===== src/rtl/fpu_wb_queue_if.sv =====
// Writeback queue bus: two result sources on the push side, one
// register-file write port on the drain side.
interface fpu_wb_queue_if #(
  parameter int unsigned AW = 5,
  parameter int unsigned DW = 32
);
  logic          a_flag;
  logic [AW-1:0] a_address;
  logic [DW-1:0] a_data;
  logic          b_flag;
  logic [AW-1:0] b_address;
  logic [DW-1:0] b_data;
  logic          wb_valid;
  logic [AW-1:0] wb_address;
  logic [DW-1:0] wb_data;
  logic          wb_ready;

  // Driver side: result sources and the register file
  modport master (
    output a_flag, a_address, a_data,
    output b_flag, b_address, b_data,
    output wb_ready,
    input  wb_valid, wb_address, wb_data
  );

  // Queue side
  modport slave (
    input  a_flag, a_address, a_data,
    input  b_flag, b_address, b_data,
    input  wb_ready,
    output wb_valid, wb_address, wb_data
  );
endinterface


===== src/rtl/fpu_wb_queue.sv =====
// In-order writeback collector: accepts up to two FPU results per cycle
// into a circular buffer and drains one per cycle to the FP register file.
module fpu_wb_queue #(
  parameter int unsigned DEPTH = 8,
  parameter int unsigned AW    = 5,
  parameter int unsigned DW    = 32
) (
  input  logic                     clk,
  input  logic                     rst,
  fpu_wb_queue_if.slave            bus,
  output logic                     stall,
  output logic [$clog2(DEPTH):0]   count,
  output logic                     overflow
);
  localparam int unsigned PW = $clog2(DEPTH);
  localparam int unsigned CW = PW + 1;

  logic [AW-1:0] addr_mem [DEPTH];
  logic [DW-1:0] data_mem [DEPTH];
  logic [PW-1:0] wr_ptr;
  logic [PW-1:0] rd_ptr;

  logic [CW-1:0] space;
  logic [1:0]    n_req;
  logic [1:0]    acc;
  logic          drop;
  logic          pop;
  logic          we0;
  logic          we1;
  logic [AW-1:0] w0_addr;
  logic [DW-1:0] w0_data;
  logic [PW-1:0] wr_ptr1;
  logic [CW-1:0] count_next;

  // Push/pop decisions; free space is taken before this cycle's pop
  always_comb begin
    space      = CW'(DEPTH) - count;
    n_req      = 2'(bus.a_flag) + 2'(bus.b_flag);
    pop        = (count != '0) & bus.wb_ready;
    acc        = '0;
    we0        = 1'b0;
    we1        = 1'b0;
    wr_ptr1    = wr_ptr + PW'(1);
    w0_addr    = bus.a_flag ? bus.a_address : bus.b_address;
    w0_data    = bus.a_flag ? bus.a_data    : bus.b_data;
    if (CW'(n_req) <= space) begin
      acc = n_req;
      we0 = (n_req != '0);
      we1 = (n_req == 2'd2);
    end else if (space != '0) begin
      // Only reachable with both flags and one slot: the older result (A) wins
      acc = 2'd1;
      we0 = 1'b1;
    end
    drop       = (n_req != acc);
    count_next = count + CW'(acc) - CW'(pop);
  end

  // Storage array; never cleared, contents qualified by count
  always_ff @(posedge clk) begin
    if (!rst) begin
      if (we0) begin
        addr_mem[wr_ptr] <= w0_addr;
        data_mem[wr_ptr] <= w0_data;
      end
      if (we1) begin
        addr_mem[wr_ptr1] <= bus.b_address;
        data_mem[wr_ptr1] <= bus.b_data;
      end
    end
  end

  // Pointers, occupancy, sticky overflow and registered stall hint
  always_ff @(posedge clk) begin
    if (rst) begin
      wr_ptr   <= '0;
      rd_ptr   <= '0;
      count    <= '0;
      overflow <= 1'b0;
      stall    <= 1'b0;
    end else begin
      wr_ptr   <= wr_ptr + PW'(acc);
      rd_ptr   <= rd_ptr + PW'(pop);
      count    <= count_next;
      overflow <= overflow | drop;
      stall    <= (count_next >= CW'(DEPTH - 2));
    end
  end

  // Head of queue presented combinationally
  always_comb begin
    bus.wb_valid   = (count != '0);
    bus.wb_address = addr_mem[rd_ptr];
    bus.wb_data    = data_mem[rd_ptr];
  end
endmodule


===== src/flat_wrapper.sv =====
// flat-port wrapper written by rule: the top's interface ports become plain ports
module fpu_wb_queue_flat 
#(
  parameter int unsigned DEPTH = 8,
  parameter int unsigned AW    = 5,
  parameter int unsigned DW    = 32
)
  (clk, rst, stall, count, overflow, bus_a_flag, bus_a_address, bus_a_data, bus_b_flag, bus_b_address, bus_b_data, bus_wb_ready, bus_wb_valid, bus_wb_address, bus_wb_data);
  fpu_wb_queue_if #(.AW(AW), .DW(DW)) bus_i ();
  input  logic clk;
  input  logic rst;
  output logic stall;
  output logic [$clog2(DEPTH):0] count;
  output logic overflow;
  input wire logic [$bits(bus_i.a_flag)-1:0] bus_a_flag;
  input wire logic [$bits(bus_i.a_address)-1:0] bus_a_address;
  input wire logic [$bits(bus_i.a_data)-1:0] bus_a_data;
  input wire logic [$bits(bus_i.b_flag)-1:0] bus_b_flag;
  input wire logic [$bits(bus_i.b_address)-1:0] bus_b_address;
  input wire logic [$bits(bus_i.b_data)-1:0] bus_b_data;
  input wire logic [$bits(bus_i.wb_ready)-1:0] bus_wb_ready;
  output wire logic [$bits(bus_i.wb_valid)-1:0] bus_wb_valid;
  output wire logic [$bits(bus_i.wb_address)-1:0] bus_wb_address;
  output wire logic [$bits(bus_i.wb_data)-1:0] bus_wb_data;
  assign bus_i.a_flag = bus_a_flag;
  assign bus_i.a_address = bus_a_address;
  assign bus_i.a_data = bus_a_data;
  assign bus_i.b_flag = bus_b_flag;
  assign bus_i.b_address = bus_b_address;
  assign bus_i.b_data = bus_b_data;
  assign bus_i.wb_ready = bus_wb_ready;
  assign bus_wb_valid = bus_i.wb_valid;
  assign bus_wb_address = bus_i.wb_address;
  assign bus_wb_data = bus_i.wb_data;
  fpu_wb_queue #(.DEPTH(DEPTH), .AW(AW), .DW(DW)) u_core (.clk(clk), .rst(rst), .bus(bus_i), .stall(stall), .count(count), .overflow(overflow));
endmodule

===== config.mk =====
export PLATFORM = sky130hd
export DESIGN_NAME = fpu_wb_queue_flat
export DESIGN_NICKNAME = d
export VERILOG_FILES = /design/src/rtl/fpu_wb_queue_if.sv /design/src/rtl/fpu_wb_queue.sv /design/src/flat_wrapper.sv
export SDC_FILE = /design/constraint.sdc
export NUM_CORES = 1
export LEC_CHECK = 0
export ABC_AREA = 1
export BUFFER_PORTS_ARGS = -buffer_cell sky130_fd_sc_hd__buf_4
export CORE_MARGIN = 2
export CORE_UTILIZATION = 40
export DETAILED_ROUTE_END_ITERATION = 16
export PLACE_DENSITY = 0.66
export SLEW_MARGIN = 20
export SYNTH_ARGS = -nofsm -noshare
export SYNTH_HDL_FRONTEND = slang
export SYNTH_SLANG_ARGS = --single-unit

===== constraint.sdc =====
create_clock -name clk -period 19.5 [get_ports clk]
set_input_delay 3.9 -clock clk [delete_from_list [all_inputs] [get_ports clk]]
set_output_delay 3.9 -clock clk [all_outputs]
set_load 0.05 [all_outputs]

==> summary.md, run 1 <==
| Metric | Value |
|---|---|
| Status | `complete, no violations` |
| Pre-CTS WS | `11.01 ns` |
| Overall die area | `42040 um^2` |
| P_leak | `7.110 nW` |
| Fill count | `3797` |
| Yosys warning total | `0` |
| DR vias/cell | `5.404` |
| ANT cells | `0` |
| Most common flop cell mapped by yosys | `edfxtp_1` |
| PD cells | `132.1 nW/um^2` |
| Crit path max fanout | `77` |
| Sequential-to-total area share from yosys stat | `56.47%` |
| Async S/R FF share, synth | `0%` |
| Hold Path Class | `reg2reg` |
| Clk_lat worst skew | `0.51 ns` |
| CTS tree | `built` |
| I/O pin total | `123` |
| Maximum vdd drop | `112.3 uV` |
| Placer Congestion | `0.7878` |
| Worst-path clk slew | `0.06 ns` |
| GRT overflow | `0` |
| DRT Pass-1 Iters | `6` |
| Clock buffer depth | `3` |
| WHS Path Cells | `6` |
| Drt drc | `0` |
| CTS Buf Count | `34` |
| # setup viols final | `0` |
| Count of state elements after synthesis | `308` |
| First DRT Iteration DRCs | `1243` |
| Critical Path Sink Type | `flip-flop` |
| Avg Cell Area, Syn | `9.179 um^2` |
| Routed Wire Length | `42030 um` |
| Final worst-path cycle share | `40.97%` |
| Synth Instances | `1761` |
| Number of synthesized flops with an enable pin | `296` |
| Detailed placement HPWL | `24690 um` |
| Final Hold Viols | `0` |
| Die Span Y | `205.0 um` |
| Critical path class | `in2reg` |
| Post-synth top cells | `462 x nand2_1, 296 x edfxtp_1, 240 x nor2_1, 239 x o21ai_0, 178 x o21ai_1` |
| Drt wl/cell | `17.83 um` |
| Data required, critical path | `19.69 ns` |
| PortBufs | `122` |
| Tot GR Track Use | `19.96%` |
| Top cells by area, synth | `edfxtp_1 55%, nand2_1 11%, o21ai_0 7.4%` |
| CTS root buf | `clkbuf_16` |
| PostCTS Resize Cnt | `0` |
| Most common cell in the netlist | `nand2_1` |
| Fin. max-slew vios | `0` |
| R2R depth | `12` |
| Largest net degree at the start of global routing | `94` |
| Layout cells sized above 1 | `11.52%` |
| Final worst path period need | `7.988 ns` |
| Die W | `205.0 um` |
| Vias | `12.74k` |
| Crit path arrival time | `8.17 ns` |
| Global-route wire length before repair | `66210 um` |
| Worst Setup Start Kind | `primary input` |
| Setup_tns | `0 ns` |
| Fin Hold WS | `0.6444 ns` |
| Max H-tree Level | `2` |
| Syn_nets | `1859` |
| Worst-Margin Slew | `1.024 ns` |
| Layout area overhead | `12.21%` |
| Slew headroom | `31.71%` |
| Antenna violations before repair | `0` |
| Post-synth top area share | `54.99%` |
| Antenna Violating Nets Remaining | `0` |
| Clk_skew | `0.009545 ns` |
| Cell Area, Synth | `16160 um^2` |
| FP Rows | `73` |
| Leading area contributor after synthesis | `edfxtp_1` |
| Starting Density | `40.59%` |
| Final WS setup | `11.51 ns` |
| Nets | `1907` |
| Distinct cells, synth | `28` |
| Setup bufs post-CTS | `0` |
| Vias in the first global route | `12.39k` |
| Max_cap viols | `0` |
| Core area | `39820 um^2` |
| CTS Sinks | `308` |
| Peak Freq | `125.2 MHz` |
| Post-CTS Hold Buffers | `0` |
| Unrepaired setup endpoints after global routing | `no` |
-- kinds of logic (layout without fill, tap and decap cells) --
logic type / Yosys count / in the layout / synth area share [%]
compound gates: 495 / 495 / 17.06
xor+xnor: 4 / 4 / 0.2632
fa+ha+maj: 19 / 19 / 1.564
buf+inv: 205 / 276 / 7.114
flops: 308 / 308 / 56.47
simple gates: 730 / 730 / 17.52
-- metrics by stage --
stage	std cells	utilization, %	total power [W]	area [um^2]
floorplan	1761	-	0.001558	16160
global placement	2298	43.01	0.001795	17130
detailed placement	2298	43.01	0.001817	17130
CTS	2357	45.55	0.002410	18140
global route	2357	45.55	0.002525	18140
finish	2357	45.55	0.002396	18140
-- worst paths after layout --
path,from,end,slack [ns]
worst max-delay path,bus_a_flag,u_core.data_mem[6][30],11.51
worst min register to register,u_core.overflow,u_core.overflow,0.64
worst min-delay path,u_core.overflow,u_core.overflow,0.64
worst max register to register,u_core.count[0],u_core.data_mem[6][30],15.24
-- sequential cells by signal (all words and copies together) (netlist names) --
signal / count
u_core.addr_mem: 40
u_core.count: 4
u_core.data_mem: 256
u_core.overflow: 1
u_core.rd_ptr: 3
u_core.stall: 1
u_core.wr_ptr: 3
-- layout by cell type (no fill, tap or decap) --
cell type / instances
clkinv_2: 1
buf_4: 143
clkinv_4: 1
o21ai_0: 233
edfxtp_1: 296
ha_1: 17
dfxtp_4: 2
o32ai_1: 74
fa_1: 2
nand3_2: 9
nand4_1: 2
xnor2_2: 1
nand3_1: 13
a21oi_1: 3
nand2_1: 462
o21ai_1: 176
and2_1: 1
clkbuf_16: 34
o21ai_4: 8
inv_1: 71
dfxtp_2: 1
nor2_4: 2
dfxtp_1: 9
clkinv_1: 3
inv_4: 1
nand2_2: 1
inv_6: 2
clkbuf_8: 1
nor2_1: 240
clkinv_8: 1
clkbuf_1: 15
inv_2: 2
o21bai_1: 1
xor2_1: 1
bufinv_16: 1
xnor2_1: 2
-- layer usage --
metal | GRT usage [%] | part of all wire [%] | vias up
met5 | 0 | 0 | -
met3 | 2.354 | 6.4 | 48
met1 | 25.90 | 42 | 6013
met4 | 4.856 | 1.7 | 0
met2 | 35.49 | 50 | 466
li1 | - | - | 6210
-- cell type report --
cell class	instances	area [um^2]	area share (%)
inverter	74	280.3	1.545
clock inverter	9	88.84	0.4898
timing repair buffer	143	1074	5.918
tap	525	656.9	3.621
sequential	308	9138	50.38
multi-input combinational	1248	5981	32.97
clock buffer	50	920.9	5.077
-- report_power, final --
| part | internal [W] | switching, W |
|---|---|---|
| Sequential | 0.000843 | 0.0000506 |
| Clock | 0.000342 | 0.000254 |
| Combinational | 0.000263 | 0.000643 |
-- worst max-delay path, stage by stage --
cell	delay [ns]
buf_4	0.61
inv_1	0.11
ha_1	0.34
inv_1	0.08
ha_1	0.29
nand2_1	0.09
nand3_2	0.10
nor2_4	0.13
nand2_1	0.32
nand2_1	0.15
nand3_1	0.60
o21ai_4	1.04
buf_4	0.40
No activity file was read; power rests on OpenSTA's default activity.
==> run 2, diff against run 1 <==
--- a/config.mk
+++ b/config.mk
@@ -5,12 +5,12 @@
 export SDC_FILE = /design/constraint.sdc
 export NUM_CORES = 1
 export LEC_CHECK = 0
-export ABC_AREA = 1
+export ABC_AREA = 0
 export BUFFER_PORTS_ARGS = -buffer_cell sky130_fd_sc_hd__buf_4
 export CORE_MARGIN = 2
 export CORE_UTILIZATION = 40
 export DETAILED_ROUTE_END_ITERATION = 16
-export PLACE_DENSITY = 0.66
+export PLACE_DENSITY = 0.68
 export SLEW_MARGIN = 20
 export SYNTH_ARGS = -nofsm -noshare
 export SYNTH_HDL_FRONTEND = slang
==> constraint.sdc (replaced) <==
create_clock -name clk -period 7.1 [get_ports clk]
set_input_delay 1.42 -clock clk [delete_from_list [all_inputs] [get_ports clk]]
set_output_delay 1.42 -clock clk [all_outputs]
set_load 0.05 [all_outputs]
==> run 2 against run 1 <==
Compared with the run above: cell area up 1.6%; flip-flop and latch count unchanged; sequential power rose to 2.7 times the previous value; wire length up 14%; clock-buffer cell count down 7; synthesized cell count down 39%; highest routed layer unchanged.
==> summary.md, run 2 <==
| Metric | Value |
|---|---|
| Status | `complete, no violations` |
| Met3 Use GR | `4.868% (+2.5 points)` |
| Number of synthesized flops with an enable pin | `296 (unchanged)` |
| Delay-heaviest family, CP | `buffers and inverters` |
| Crit path max fanout | `38 (-51%)` |
| GR Util met1 | `30.77% (+4.9 points)` |
| First DRT Iteration DRCs | `1508 (+21%)` |
| Placer Congestion | `0.8038 (+2.0%)` |
| DR vias/cell | `6.880 (+27%)` |
| Clk_lat worst skew | `0.52 ns (about the same)` |
| Starting Density | `40.49% (-0.099 points)` |
| Detailed placement HPWL | `26360 um (+6.8%)` |
| R2r startpoint | `u_core.count[0]` |
| Clk_skew | `0.02001 ns (+0.01046 ns)` |
| Crit path arrival time | `4.70 ns (-3.47 ns)` |
| CTS Buf Count | `34 (unchanged)` |
| CTS Sinks | `308 (unchanged)` |
| Die Span Y | `204.6 um (-0.23%)` |
| Overall die area | `41840 um^2 (-0.46%)` |
| Total area of sequential cells | `9138 um^2 (unchanged)` |
| Critical Path Sink Type | `flip-flop` |
| Vias in the first global route | `11.49k (-7.3%)` |
| Placed cells | `1627 (-29%)` |
| Crit path cell chain | `buf_4 -> buf_4 -> ha_1 -> nor3b_2 -> a22oi_1 -> mux2i_4 -> buf_4` |
| Peak Freq | `220.2 MHz` |
| Drt wl/cell | `28.33 um (+59%)` |
| Top cells by area, synth | `edfxtp_1 55%, a32oi_1 16%, mux4_2 10%` |
| Final worst-path cycle share | `63.97%` |
| Maximum vdd drop | `261.1 uV (+130%)` |
| Synth Instances | `1075 (-39%)` |
| Cell Count, Final, Fillers Out | `1686 (-28%)` |
| Max reg flops | `256 (unchanged)` |
| Async S/R FF share, synth | `0% (unchanged)` |
| Fill count | `3483 (-8.3%)` |
| Post-synth top area share | `55.25% (+0.26 points)` |
| Global-route wire length before repair | `71220 um (+7.6%)` |
| PostCTS Resize Cnt | `0 (unchanged)` |
| Clock buffer depth | `3 (unchanged)` |
| Most common cell after layout, fill and taps aside | `a32oi_1` |
| Critical path's slowest cell | `nor3b_2` |
| Drt drc | `0 (unchanged)` |
| Layout cells sized above 1 | `29.11% (+18 points)` |
| Max H-tree Level | `2 (unchanged)` |
| Most common cell in the netlist | `a32oi_1` |
| Unrepaired setup endpoints after global routing | `no` |
| Critical path class | `in2reg` |
| Core area | `39730 um^2 (-0.23%)` |
| Delay of the slowest critical-path stage | `0.78 ns (-0.26 ns)` |
| Die W | `204.6 um (-0.23%)` |
| Final Hold Viols | `0 (unchanged)` |
| Post-CTS Hold Buffers | `0 (unchanged)` |
| Yosys warning total | `0 (unchanged)` |
| Commonest cells after routing, fill and taps aside | `298 x a32oi_1, 296 x edfxtp_1, 155 x buf_4, 84 x nor2_1, 74 x mux4_2` |
| Data required, critical path | `7.26 ns (-12.43 ns)` |
| Worst-Margin Slew | `1.098 ns (+0.07351 ns)` |
| Avg Cell Area, Syn | `14.97 um^2 (+63%)` |
| PortBufs | `122 (unchanged)` |
| Grt met2 use | `36.52% (+1.0 points)` |
| Util after Layout | `46.37% (+0.82 points)` |
| Most common flop cell mapped by yosys | `edfxtp_1` |
| Tot GR Track Use | `22.61% (+2.6 points)` |
| Worst path most repeated cell | `buf_4` |
| Worst Setup Start Kind | `primary input` |
| Worst-path clk slew | `0.06 ns (about the same)` |
| Largest net degree at the start of global routing | `101 (+7.4%)` |
| Footprint of the multi-input gates | `6387 um^2 (+6.8%)` |
| Cell Area, Synth | `16090 um^2 (-0.47%)` |
| Max_cap viols | `0 (unchanged)` |
| Nets | `1236 (-35%)` |
| Fin. max-slew vios | `0 (unchanged)` |
| I/O pin total | `123 (unchanged)` |
| Sequential-to-total area share from yosys stat | `56.74% (+0.27 points)` |
| P_leak | `5.912 nW (-17%)` |
| Setup_tns | `0 ns (unchanged)` |
| Fin Hold WS | `0.5000 ns (-0.1444 ns)` |
| Layout area overhead | `14.51%` |
| Syn_nets | `1173 (-37%)` |
| Count of state elements after synthesis | `308 (unchanged)` |
| Antenna violations before repair | `0 (unchanged)` |
| Post-synth top cells | `298 x a32oi_1, 296 x edfxtp_1, 87 x clkbuf_1, 86 x nor2_1, 74 x mux4_2` |
| CTS tree | `built` |
| CP Buf/Inv Count | `3 (-1)` |
| CTS root buf | `clkbuf_16` |
| Leading area contributor after synthesis | `edfxtp_1` |
| GRT overflow | `0 (unchanged)` |
| Distinct cells, synth | `38 (+36%)` |
| Biggest register | `u_core.data_mem` |
| Antenna Violating Nets Remaining | `0 (unchanged)` |
| Vias | `11.60k (-8.9%)` |
| ANT cells | `0 (unchanged)` |
| DRT Pass-1 Iters | `5 (-1)` |
| # setup viols final | `0 (unchanged)` |
| FP Rows | `73 (unchanged)` |
| Routed Wire Length | `47770 um (+14%)` |
| GR peak layer | `met2` |
| Final worst path period need | `4.542 ns` |
| Biggest regs | `u_core.data_mem x256, u_core.addr_mem x40, u_core.count x4` |
| PD cells | `394.3 nW/um^2 (+200%)` |
| Hold Path Class | `reg2reg` |
| Slew headroom | `26.45% (-5.3 points)` |
| Setup bufs post-CTS | `0 (unchanged)` |
| Hold_sp | `u_core.overflow` |
| Worst Setup SP | `bus_a_flag` |
-- run 2: stage by stage --
stage | instance area [um^2] | worst slack, ns | total power [W]
after floorplan | 16090 | 1.030 | 0.004878
after global placement | 17410 | 2.092 | 0.005607
after detailed placement | 17410 | 2.000 | 0.005645
after CTS | 18420 | 2.541 | 0.007255
after global routing | 18420 | 2.383 | 0.007551
final | 18420 | 2.558 | 0.007264
-- run 2: tightest hold or removal path: stages (launching register included) --
cell	delay [ns]
dfxtp_1	0.33
inv_1	0.06
a211oi_1	0.05
-- run 2: path summary, 6_finish.rpt --
path	depth (start not counted)	slack, ns	end
min	2	0.50	u_core.overflow
max reg2reg	10	3.13	u_core.data_mem[3][22]
min reg2reg	2	0.50	u_core.overflow
max	7	2.56	u_core.data_mem[3][22]
-- run 2: cell families after synthesis --
kind of cell / synth area share, %
AO/OA/AOI/OAI: 17.39
flip-flops: 56.74
multiplexers: 15.75
buffers and inverters: 4.736
AND/OR/NAND/NOR: 3.274
adder cells (fa/ha/maj): 1.571
XOR/XNOR: 0.5366
-- run 2: power breakdown --
group	internal, W	switching, W	total [W]
Sequential	0.00234	0.000102	0.00244
Clock	0.000909	0.000719	0.00163
Combinational	0.000969	0.00223	0.00320
Total	0.00421	0.00305	0.00726
-- run 2: final cells by class --
cell class	count	area share, %
well taps	525	3.566
inverters	16	0.3260
multi-input cells	622	34.67
clock buffers	43	4.917
flip-flops and latches	308	49.60
clock inverters	16	0.5433
repair buffers	156	6.377
-- run 2: per-layer routing --
layer  share of wire [%]  up-vias
met1                  39     5820
li1                    -     4844
met2                  48      850
met4                 2.2        0
met3                  11       86
met5                   0        -
